### config.mk
export PLATFORM = sky130hd
export DESIGN_NAME = byte_lane_sequencer_flat
export DESIGN_NICKNAME = d
export VERILOG_FILES = /design/src/rtl/byte_lane_sequencer_if.sv /design/src/rtl/byte_lane_sequencer.sv /design/src/flat_wrapper.sv
export SDC_FILE = /design/constraint.sdc
export NUM_CORES = 1
export LEC_CHECK = 0
export ABC_AREA = 1
export CAP_MARGIN = 0
export CORE_AREA = 4 4 41 43
export CTS_CLUSTER_DIAMETER = 150
export DETAILED_ROUTE_END_ITERATION = 6
export DIE_AREA = 0 0 45 47
export DONT_BUFFER_PORTS = 1
export SETUP_SLACK_MARGIN = 0.2
export SYNTH_ARGS = -nofsm -noshare
export SYNTH_HDL_FRONTEND = slang
export SYNTH_SLANG_ARGS = --single-unit
### constraint.sdc
create_clock -name clk -period 1 [get_ports clk]
set_input_delay 0.3 -clock clk [delete_from_list [all_inputs] [get_ports clk]]
set_output_delay 0.3 -clock clk [all_outputs]
set_load 0.02 [all_outputs]
### src/rtl/byte_lane_sequencer_if.sv
// Handshake/bus bundle between a word producer, the byte_lane_sequencer and
// the downstream one-hot lane-select mux.
//   master : the sequencer side (drives in_ready, data, sel, out_valid, out_last)
//   slave  : the environment side (drives in_data, in_valid, out_ready)
interface byte_lane_sequencer_if #(
    parameter int LANE_W = 2,
    parameter int LANES  = 4
);
    logic [LANE_W*LANES-1:0] in_data;
    logic                    in_valid;
    logic                    in_ready;
    logic [LANE_W*LANES-1:0] data;
    logic [LANES-1:0]        sel;
    logic                    out_valid;
    logic                    out_ready;
    logic                    out_last;

    modport master (
        input  in_data, in_valid, out_ready,
        output in_ready, data, sel, out_valid, out_last
    );

    modport slave (
        output in_data, in_valid, out_ready,
        input  in_ready, data, sel, out_valid, out_last
    );
endinterface

### src/rtl/byte_lane_sequencer.sv
// byte_lane_sequencer: accepts a word over valid/ready, holds it on `data`
// and walks a one-hot `sel` across the lanes (lane 0 first) so the
// downstream mux emits the word lane by lane. `sel` is zero when idle.
// Optional feature macro: BYTE_LANE_SEQ_BACK2BACK_EN -- lets a new word be
// accepted in the same cycle the last lane is consumed, removing the idle
// bubble between words. Without it every word is followed by an IDLE cycle.
module byte_lane_sequencer #(
    parameter int LANE_W = 2,
    parameter int LANES  = 4
) (
    input  logic                  clk,
    input  logic                  rst_n,
    byte_lane_sequencer_if.master bus
);
    localparam int DATA_W = LANE_W * LANES;
    localparam logic [LANES-1:0] SEL_FIRST = LANES'(1);

    typedef enum logic {
        IDLE  = 1'b0,
        SHIFT = 1'b1
    } state_t;

    state_t              state_q, state_d;
    logic [DATA_W-1:0]   data_q, data_d;
    logic [LANES-1:0]    sel_q, sel_d;
    logic                in_ready_w;
    logic                sel_onehot;

    // A corrupted (zero or multi-hot) select in SHIFT is treated as fatal to
    // the current word; the FSM drops back to IDLE.
    assign sel_onehot = (sel_q != '0) && ((sel_q & (sel_q - SEL_FIRST)) == '0);

    // Next-state, next-select, data capture and input readiness.
    always_comb begin
        state_d    = state_q;
        sel_d      = sel_q;
        data_d     = data_q;
        in_ready_w = 1'b0;
        case (state_q)
            IDLE: begin
                sel_d      = '0;
                in_ready_w = rst_n;
                if (bus.in_valid && in_ready_w) begin
                    data_d  = bus.in_data;
                    sel_d   = SEL_FIRST;
                    state_d = SHIFT;
                end
            end
            SHIFT: begin
                if (!sel_onehot) begin
                    state_d = IDLE;
                    sel_d   = '0;
                end else if (bus.out_ready) begin
                    if (sel_q[LANES-1]) begin
                        // Last lane consumed; data keeps its final value.
                        state_d = IDLE;
                        sel_d   = '0;
`ifdef BYTE_LANE_SEQ_BACK2BACK_EN
                        in_ready_w = rst_n;
                        if (bus.in_valid) begin
                            data_d  = bus.in_data;
                            sel_d   = SEL_FIRST;
                            state_d = SHIFT;
                        end
`endif
                    end else begin
                        sel_d = sel_q << 1;
                    end
                end
            end
            default: begin
                state_d = IDLE;
                sel_d   = '0;
            end
        endcase
    end

    // State, select and held word; reset discards any in-flight word.
    always_ff @(posedge clk) begin
        if (!rst_n) begin
            state_q <= IDLE;
            sel_q   <= '0;
            data_q  <= '0;
        end else begin
            state_q <= state_d;
            sel_q   <= sel_d;
            data_q  <= data_d;
        end
    end

    assign bus.in_ready  = in_ready_w;
    assign bus.data      = data_q;
    assign bus.sel       = sel_q;
    assign bus.out_valid = (sel_q != '0);
    assign bus.out_last  = sel_q[LANES-1];
endmodule
### src/flat_wrapper.sv
// flat-port wrapper written by rule: the top's interface ports become plain ports
module byte_lane_sequencer_flat 
#(
    parameter int LANE_W = 2,
    parameter int LANES  = 4
)
  (clk, rst_n, bus_in_data, bus_in_valid, bus_out_ready, bus_in_ready, bus_data, bus_sel, bus_out_valid, bus_out_last);
  byte_lane_sequencer_if #(.LANE_W(LANE_W), .LANES(LANES)) bus_i ();
  input  logic clk;
  input  logic rst_n;
  input wire logic [$bits(bus_i.in_data)-1:0] bus_in_data;
  input wire logic [$bits(bus_i.in_valid)-1:0] bus_in_valid;
  input wire logic [$bits(bus_i.out_ready)-1:0] bus_out_ready;
  output wire logic [$bits(bus_i.in_ready)-1:0] bus_in_ready;
  output wire logic [$bits(bus_i.data)-1:0] bus_data;
  output wire logic [$bits(bus_i.sel)-1:0] bus_sel;
  output wire logic [$bits(bus_i.out_valid)-1:0] bus_out_valid;
  output wire logic [$bits(bus_i.out_last)-1:0] bus_out_last;
  assign bus_i.in_data = bus_in_data;
  assign bus_i.in_valid = bus_in_valid;
  assign bus_i.out_ready = bus_out_ready;
  assign bus_in_ready = bus_i.in_ready;
  assign bus_data = bus_i.data;
  assign bus_sel = bus_i.sel;
  assign bus_out_valid = bus_i.out_valid;
  assign bus_out_last = bus_i.out_last;
  byte_lane_sequencer #(.LANE_W(LANE_W), .LANES(LANES)) u_core (.clk(clk), .rst_n(rst_n), .bus(bus_i));
endmodule
==> out/metrics.cfg, run 1 <==
[placement]
numPortBuffers = 0
gpl.final_weighted_congestion = 0.647
detailedPlacementHpwl_um = 950
detailedPlace.worstSlack_ns = 0.0577
postPlaceCellArea_um2 = 672

[final_layout]
diodes_inserted = 0
post-route-cell-area_um2 = 891
final_core_util_pct = 68.5
most-common-layout-cells = nand2_1, nand3_1, dfxtp_4, buf_6
post_route_cells_drive_above_1_share_pct = 50.0
final_net_count = 109
multi_input_comb_area_um2 = 352
commonest_non_fill_non_tap_cell_in_the_layout = nand2_1
fillerInstances = 111
final-seq-area_um2 = 307
layout-area-overhead-vs-synth_pct = 57.5

[setup_path]
path_cells = nor2_4 > buf_12
r2r_setup_slk_ns = -0.14
r2r-end = u_core.state_q$_SDFF_PN0_
crit_fanout = 7
worstRegToRegCells = 9
cp.arrival_ns = 0.88
critical_path.startpoint = u_core.state_q$_SDFF_PN0_
worstSetupPathType = reg -> out
cp-start-kind = flip-flop
crit_end = bus_in_ready
critical_path_endpoint_category = output port
r2r-start = u_core.state_q$_SDFF_PN0_
slowest_delay_ns = 0.34
crit_slowest_cell = dfxtp_2
crit_required_ns = 0.70

[clocking]
ctsHoldBuffers = 0
clock_tree_from_tritoncts = done
cts_max_path_buffers = 2
tritoncts.num_buffers = 3
cts_num_sinks = 13
cts_root_buffer = clkbuf_4
clkTransAtPathRegs_ns = 0.07
clock_tree.htree_level_count = 1
clock_latency_ns = 0.27

[route]
post_route_met1_wirelength_um = 512
routed_via_density = 5.19
route.detailed.wl_per_inst_um = 12.7
drtAntennaViolNets = 0
dr.max_layer_used = met4
drt_first_iter_violations = 16
detail_route.wirelength_um = 1410
wire_length_on_met2_um = 757
drt_pre_antenna_iters = 4
detail_route.drc_violations = 0
met3_wl_post_dr_um = 130
vias = 576

[sta]
post-route-min-period_ns = 1.18
grt_setup_unrepaired = true
final.hold.worst_slack_ns = 0.144
timing.slew.headroom_pct = 83.5
setup_total_negative_slack_ns = -1.88
report.final.hold_viol_count = 0
tightestPinTransition_ns = 0.247
fin_crit_sh_pct = 118
setup_ws_final_ns = -0.182
finalSetupViolations = 19
worst_clock_skew_ns = 0.00215
final-max-slew-violation-count = 0
fmax_mhz = 846

[flow_run]
max_cap_viol_count = 0

[floorplanning]
core_mm2 = 0.00130
floorplan.io_pins = 27
die_w_um = 45
die_y_um = 47
design.die.area_mm2 = 0.00212
std_cell_rows = 13
initial_utilization_pct = 43.5

[pwr]
power.switching_mw = 0.294
maximum_vdd_ir_drop_v = 0.000909
cell_internal_pwr_mw = 0.780
powerDensity_mw_per_mm2 = 1210
swShare_pct = 27.3
comb_power_share_pct = 16.2
p_leak_nw = 0.385
seq_power_share_pct = 55.0
power.clock.fraction_pct = 28.7

[logic_synthesis]
part_of_the_yosys_area_used_for_sequential_elements_pct = 46.0
postSynthNetCount = 93
syn_avg_cell_area_um2 = 6.98
netlist.top_cell.by_area = dfxtp_1
synth_warnings = 0
synth_top_area_share_pct = 46.0
total_standard_cell_area_after_synthesis_um2 = 566
syn_inst_count = 81
synth_top_cells_by_area = dfxtp_1, nand2_1, nand3_1, nor2_1, nor2_2
ys_seq_elements = 13
synth.distinct_cells = 12

[grt]
antenna_found_initial = 0
grt_start_max_net_pins = 14
grt_remaining_overflow = 0
grt_first_pass_wirelength_um = 2350
number_of_global_route_vias_before_repair = 548
global_route.usage.total_pct = 15.3

[run_status]
outcome = complete, but fails checks
failed_checks = negative setup slack

[min_path]
hold_class = in -> reg

registers in the layout, indices dropped and copies added (netlist names):
signal / count
u_core.bus.data: 8
u_core.bus.sel: 4
u_core.state_q: 1
metal layers:
metal,vias to the layer above,track usage (%)
li1,294,-
met2,24,25.4
met4,0,7.02
met5,-,0
met1,256,18.0
met3,2,4.98
how the worst min path moves through the flow:
stage                     start                              end  slack [ns]  cells after the start
final                     rst_n   u_core.bus.sel[3]$_SDFFE_PN0P_        0.14                      2
after global routing      rst_n   u_core.bus.sel[1]$_SDFFE_PN0P_        0.14                      2
after global placement    rst_n   u_core.bus.sel[1]$_SDFFE_PN0P_        0.42                      2
after floorplan           rst_n  u_core.bus.data[0]$_SDFFE_PN0P_        0.43                      2
after CTS                 rst_n   u_core.bus.sel[1]$_SDFFE_PN0P_        0.13                      2
after detailed placement  rst_n   u_core.bus.sel[3]$_SDFFE_PN0P_        0.42                      2
layout make-up:
cell class / count / share of cell area [%]
multi-input cells: 61 / 39.5
flip-flops and latches: 13 / 34.4
repair buffers: 14 / 17.4
inverters: 4 / 3.65
clock buffers: 4 / 2.95
well taps: 15 / 2.11
critical path, delay by kind of cell, from the launching register on:
kind	cells	cell delay [ns]
AND/OR/NAND/NOR	1	0.13
flip-flops	1	0.34
buffers and inverters	1	0.14
what timing repair did:
| item | CTS | global route |
|---|---|---|
| gates resized for setup | 37 | 3 |
| pin swaps | 7 | 5 |
| buffers inserted | 9 | 1 |
| endpoints found under the setup margin | 28 | 28 |
power groups by stage:
| stage | combinational, mW | sequential (mW) | clock [mW] |
|---|---|---|---|
| 6_report | 0.174 | 0.591 | 0.309 |
| 5_1_grt | 0.190 | 0.597 | 0.351 |
| 4_1_cts | 0.164 | 0.592 | 0.321 |
| 3_5_place_dp | 0.111 | 0.607 | 0 |
| 3_3_place_gp | 0.110 | 0.606 | 0 |
| 2_1_floorplan | 0.0892 | 0.604 | 0 |
cell usage after synthesis, drive strengths merged:
cell type  number
nor2           12
inv             4
buf             1
dfxtp          13
nand2          28
clkbuf          2
nor3            1
nand3          20
kinds of logic after synthesis:
family	count (synthesis)	synth area share [%]
buffers and inverters	7	5.31
flip-flops	13	46.0
AND/OR/NAND/NOR	61	48.7
through the flow:
| stage | cells | total power, mW |
|---|---|---|
| 2_1_floorplan | 81 | 0.693 |
| 3_3_place_gp | 97 | 0.717 |
| 3_5_place_dp | 97 | 0.718 |
| 4_1_cts | 110 | 1.08 |
| 5_1_grt | 111 | 1.14 |
| 6_report | 111 | 1.07 |
Note: power is estimated with default switching activity, not from simulation.
==> inputs of run 2 (changes only) <==
Settings changed: CORE_AREA 4 4 41 43 to unset, CORE_MARGIN set to 4, CORE_UTILIZATION set to 40, DIE_AREA 0 0 45 47 to unset.
==> run 2 against run 1 <==
The run still ends with negative setup slack left. Cell count is 5.4% higher. Critical path depth unchanged. Non-clock buffer count grew 6. Wire length up 3.4%. Sequential cell count unchanged. Clock skew increased by 0.0035 ns. Sequential power about the same. Critical endpoint is now bus_out_valid.
==> out/metrics.cfg, run 2 (synthesis gave the netlist of run 1 again) <==
[setup_path]
critical_path.startpoint = u_core.bus.sel[1]$_SDFFE_PN0P_  ; was u_core.state_q$_SDFF_PN0_
r2r-start = u_core.bus.sel[1]$_SDFFE_PN0P_  ; was u_core.state_q$_SDFF_PN0_
crit_slowest_cell = dfxtp_4  ; was dfxtp_2
r2r_setup_slk_ns = -0.07  ; was -0.14 ns
worstSetupPathType = reg -> out  ; unchanged
path_cells = nor2_4 > nand2_4  ; was nor2_4 > buf_12
cp.arrival_ns = 0.87  ; was 0.88 ns
worstRegToRegCells = 7  ; was 9
critical_path_buf_inv_count = 0  ; was 1
r2r-end = u_core.bus.sel[3]$_SDFFE_PN0P_  ; was u_core.state_q$_SDFF_PN0_
crit_fanout = 3  ; was 7
slowest_delay_ns = 0.37  ; was 0.34 ns
critical_path_endpoint_category = output port  ; unchanged
timing.critical_path.max_delay_family = flip-flops  ; unchanged
crit_required_ns = 0.70  ; about the same
cp-start-kind = flip-flop  ; unchanged

[final_layout]
layout-area-overhead-vs-synth_pct = 73.7  ; was 57.5%
post_route_cells_drive_above_1_share_pct = 60.8  ; was 50.0%
most-common-layout-cells = nand2_1, nand3_1, dfxtp_4, buf_6, nand3_2  ; was nand2_1, nand3_1, dfxtp_4, buf_6
final_core_util_pct = 74.5  ; was 68.5%
final_net_count = 115  ; was 109
commonest_non_fill_non_tap_cell_in_the_layout = nand2_1  ; unchanged
final_cells = 117  ; was 111
diodes_inserted = 0  ; unchanged
largest_register_ffs = 8  ; unchanged

[route]
vias = 577  ; was 576
route.detailed.wl_per_inst_um = 12.5  ; was 12.7 um
detail_route.wirelength_um = 1460  ; was 1410 um
routed_via_density = 4.93  ; was 5.19
drt_pre_antenna_iters = 2  ; was 4
drtAntennaViolNets = 0  ; unchanged
drt_first_iter_violations = 5  ; was 16
detail_route.drc_violations = 0  ; unchanged

[pwr]
p_leak_nw = 0.433  ; was 0.385 nW
powerDensity_mw_per_mm2 = 1090  ; was 1210 mW/mm^2
maximum_vdd_ir_drop_v = 0.000808  ; was 0.000909 V

[sta]
grt_setup_unrepaired = true  ; unchanged
setup_ws_final_ns = -0.169  ; was -0.182 ns
final-max-slew-violation-count = 0  ; unchanged
report.final.hold_viol_count = 0  ; unchanged
timing.slew.headroom_pct = 90.3  ; was 83.5%
worst_clock_skew_ns = 0.00568  ; was 0.00215 ns
finalSetupViolations = 20  ; was 19
final.hold.worst_slack_ns = 0.149  ; was 0.144 ns
tightestPinTransition_ns = 0.145  ; was 0.247 ns
fin_crit_sh_pct = 117  ; was 118%
fmax_mhz = 856  ; was 846 MHz
post-route-min-period_ns = 1.17  ; was 1.18 ns

[min_path]
worst_hold_startpoint = rst_n  ; unchanged
hold_path_depth = 2  ; unchanged
hold_end = u_core.bus.data[5]$_SDFFE_PN0P_  ; was u_core.bus.sel[3]$_SDFFE_PN0P_
hold_class = in -> reg  ; unchanged

[clocking]
clock_latency_ns = 0.27  ; about the same
cts_root_buffer = clkbuf_4  ; unchanged
cts_max_path_buffers = 2  ; unchanged
clock_tree.htree_level_count = 1  ; unchanged
clock_tree_from_tritoncts = done  ; unchanged
cts_num_sinks = 13  ; unchanged
clkTransAtPathRegs_ns = 0.08  ; was 0.07 ns
tritoncts.num_buffers = 3  ; unchanged

[placement]
gpl.final_weighted_congestion = 0.673  ; was 0.647
detailedPlacementHpwl_um = 972  ; was 950 um
detailedPlace.worstSlack_ns = 0.0213  ; was 0.0577 ns
numPortBuffers = 0  ; unchanged
placed_cells = 98  ; was 97

[grt]
grt_first_pass_wirelength_um = 2270  ; was 2350 um
grt_remaining_overflow = 0  ; unchanged
antenna_found_initial = 0  ; unchanged
grt_start_max_net_pins = 14  ; unchanged
number_of_global_route_vias_before_repair = 555  ; was 548
global_route.usage.total_pct = 15.4  ; was 15.3%

[floorplanning]
design.die.area_mm2 = 0.00208  ; was 0.00212 mm^2
std_cell_rows = 13  ; unchanged
core_mm2 = 0.00132  ; was 0.00130 mm^2
floorplan.io_pins = 27  ; unchanged
initial_utilization_pct = 42.9  ; was 43.5%
die_y_um = 45.6  ; was 47 um
die_w_um = 45.6  ; was 45 um

[flow_run]
max_cap_viol_count = 0  ; unchanged

[run_status]
failed_checks = negative setup slack  ; unchanged
outcome = complete, but fails checks  ; unchanged

## run 2: how the worst max path moves through the flow
stage,endpoint,cells after the start,slack (ns)
finish,bus_out_valid,2,-0.17
global route,bus_out_valid,2,-0.22
CTS,bus_in_ready,2,-0.18
detailed placement,u_core.bus.sel[1]$_SDFFE_PN0P_,6,0.02
global placement,bus_in_ready,3,0.08
floorplan,u_core.bus.data[2]$_SDFFE_PN0P_,5,0.06
## run 2: area by class of cell
class / instances / area [um^2]
Multi-Input combinational cell: 61 / 389
Fill cell: 108 / 335
Sequential cell: 13 / 307
Timing Repair Buffer: 20 / 211
Inverter: 4 / 30.0
Clock buffer: 4 / 26.3
Tap cell: 15 / 18.8
## run 2: per-layer routing
metal	vias to the layer above	track usage (%)	wire, um	part of all wire (%)
li1	306	-	-	-
met1	249	14.0	516	35
met2	20	29.5	810	55
met3	2	6.32	118	8.1
met4	0	5.26	13	0.89
met5	-	0	0	0
## run 2: worst register-to-register path, stage by stage (launching register included)
cell,delay (ns)
dfxtp_4,0.38
nor2_4,0.05
buf_4,0.13
buf_6,0.11
nor2_4,0.13
inv_2,0.04
nand3_2,0.08
nor2_1,0.04
## run 2: timing repair
action	4_1_cts	5_1_grt
setup buffers	11	4
endpoints found under the setup margin	28	28
pin swaps	9	7
hold endpoints to repair	0	0
resized for setup	42	10
hold buffers	0	0
## run 2: power breakdown
part           total [mW]  leakage, nW  internal (mW)  switching, mW
clock               0.306       0.0150          0.154          0.151
sequential          0.592        0.115          0.537         0.0546
combinational       0.177        0.303         0.0889         0.0876
total                1.07        0.433          0.780          0.294
## run 2: stage by stage
| step | TNS (ns) | instance area (um^2) | power, mW |
|---|---|---|---|
| CTS | -0.732 | 913 | 1.07 |
| global route | -2.25 | 982 | 1.14 |
| finish | -1.34 | 982 | 1.07 |
| detailed placement | 0 | 679 | 0.719 |
| global placement | 0 | 679 | 0.717 |
| floorplan | 0 | 629 | 0.693 |
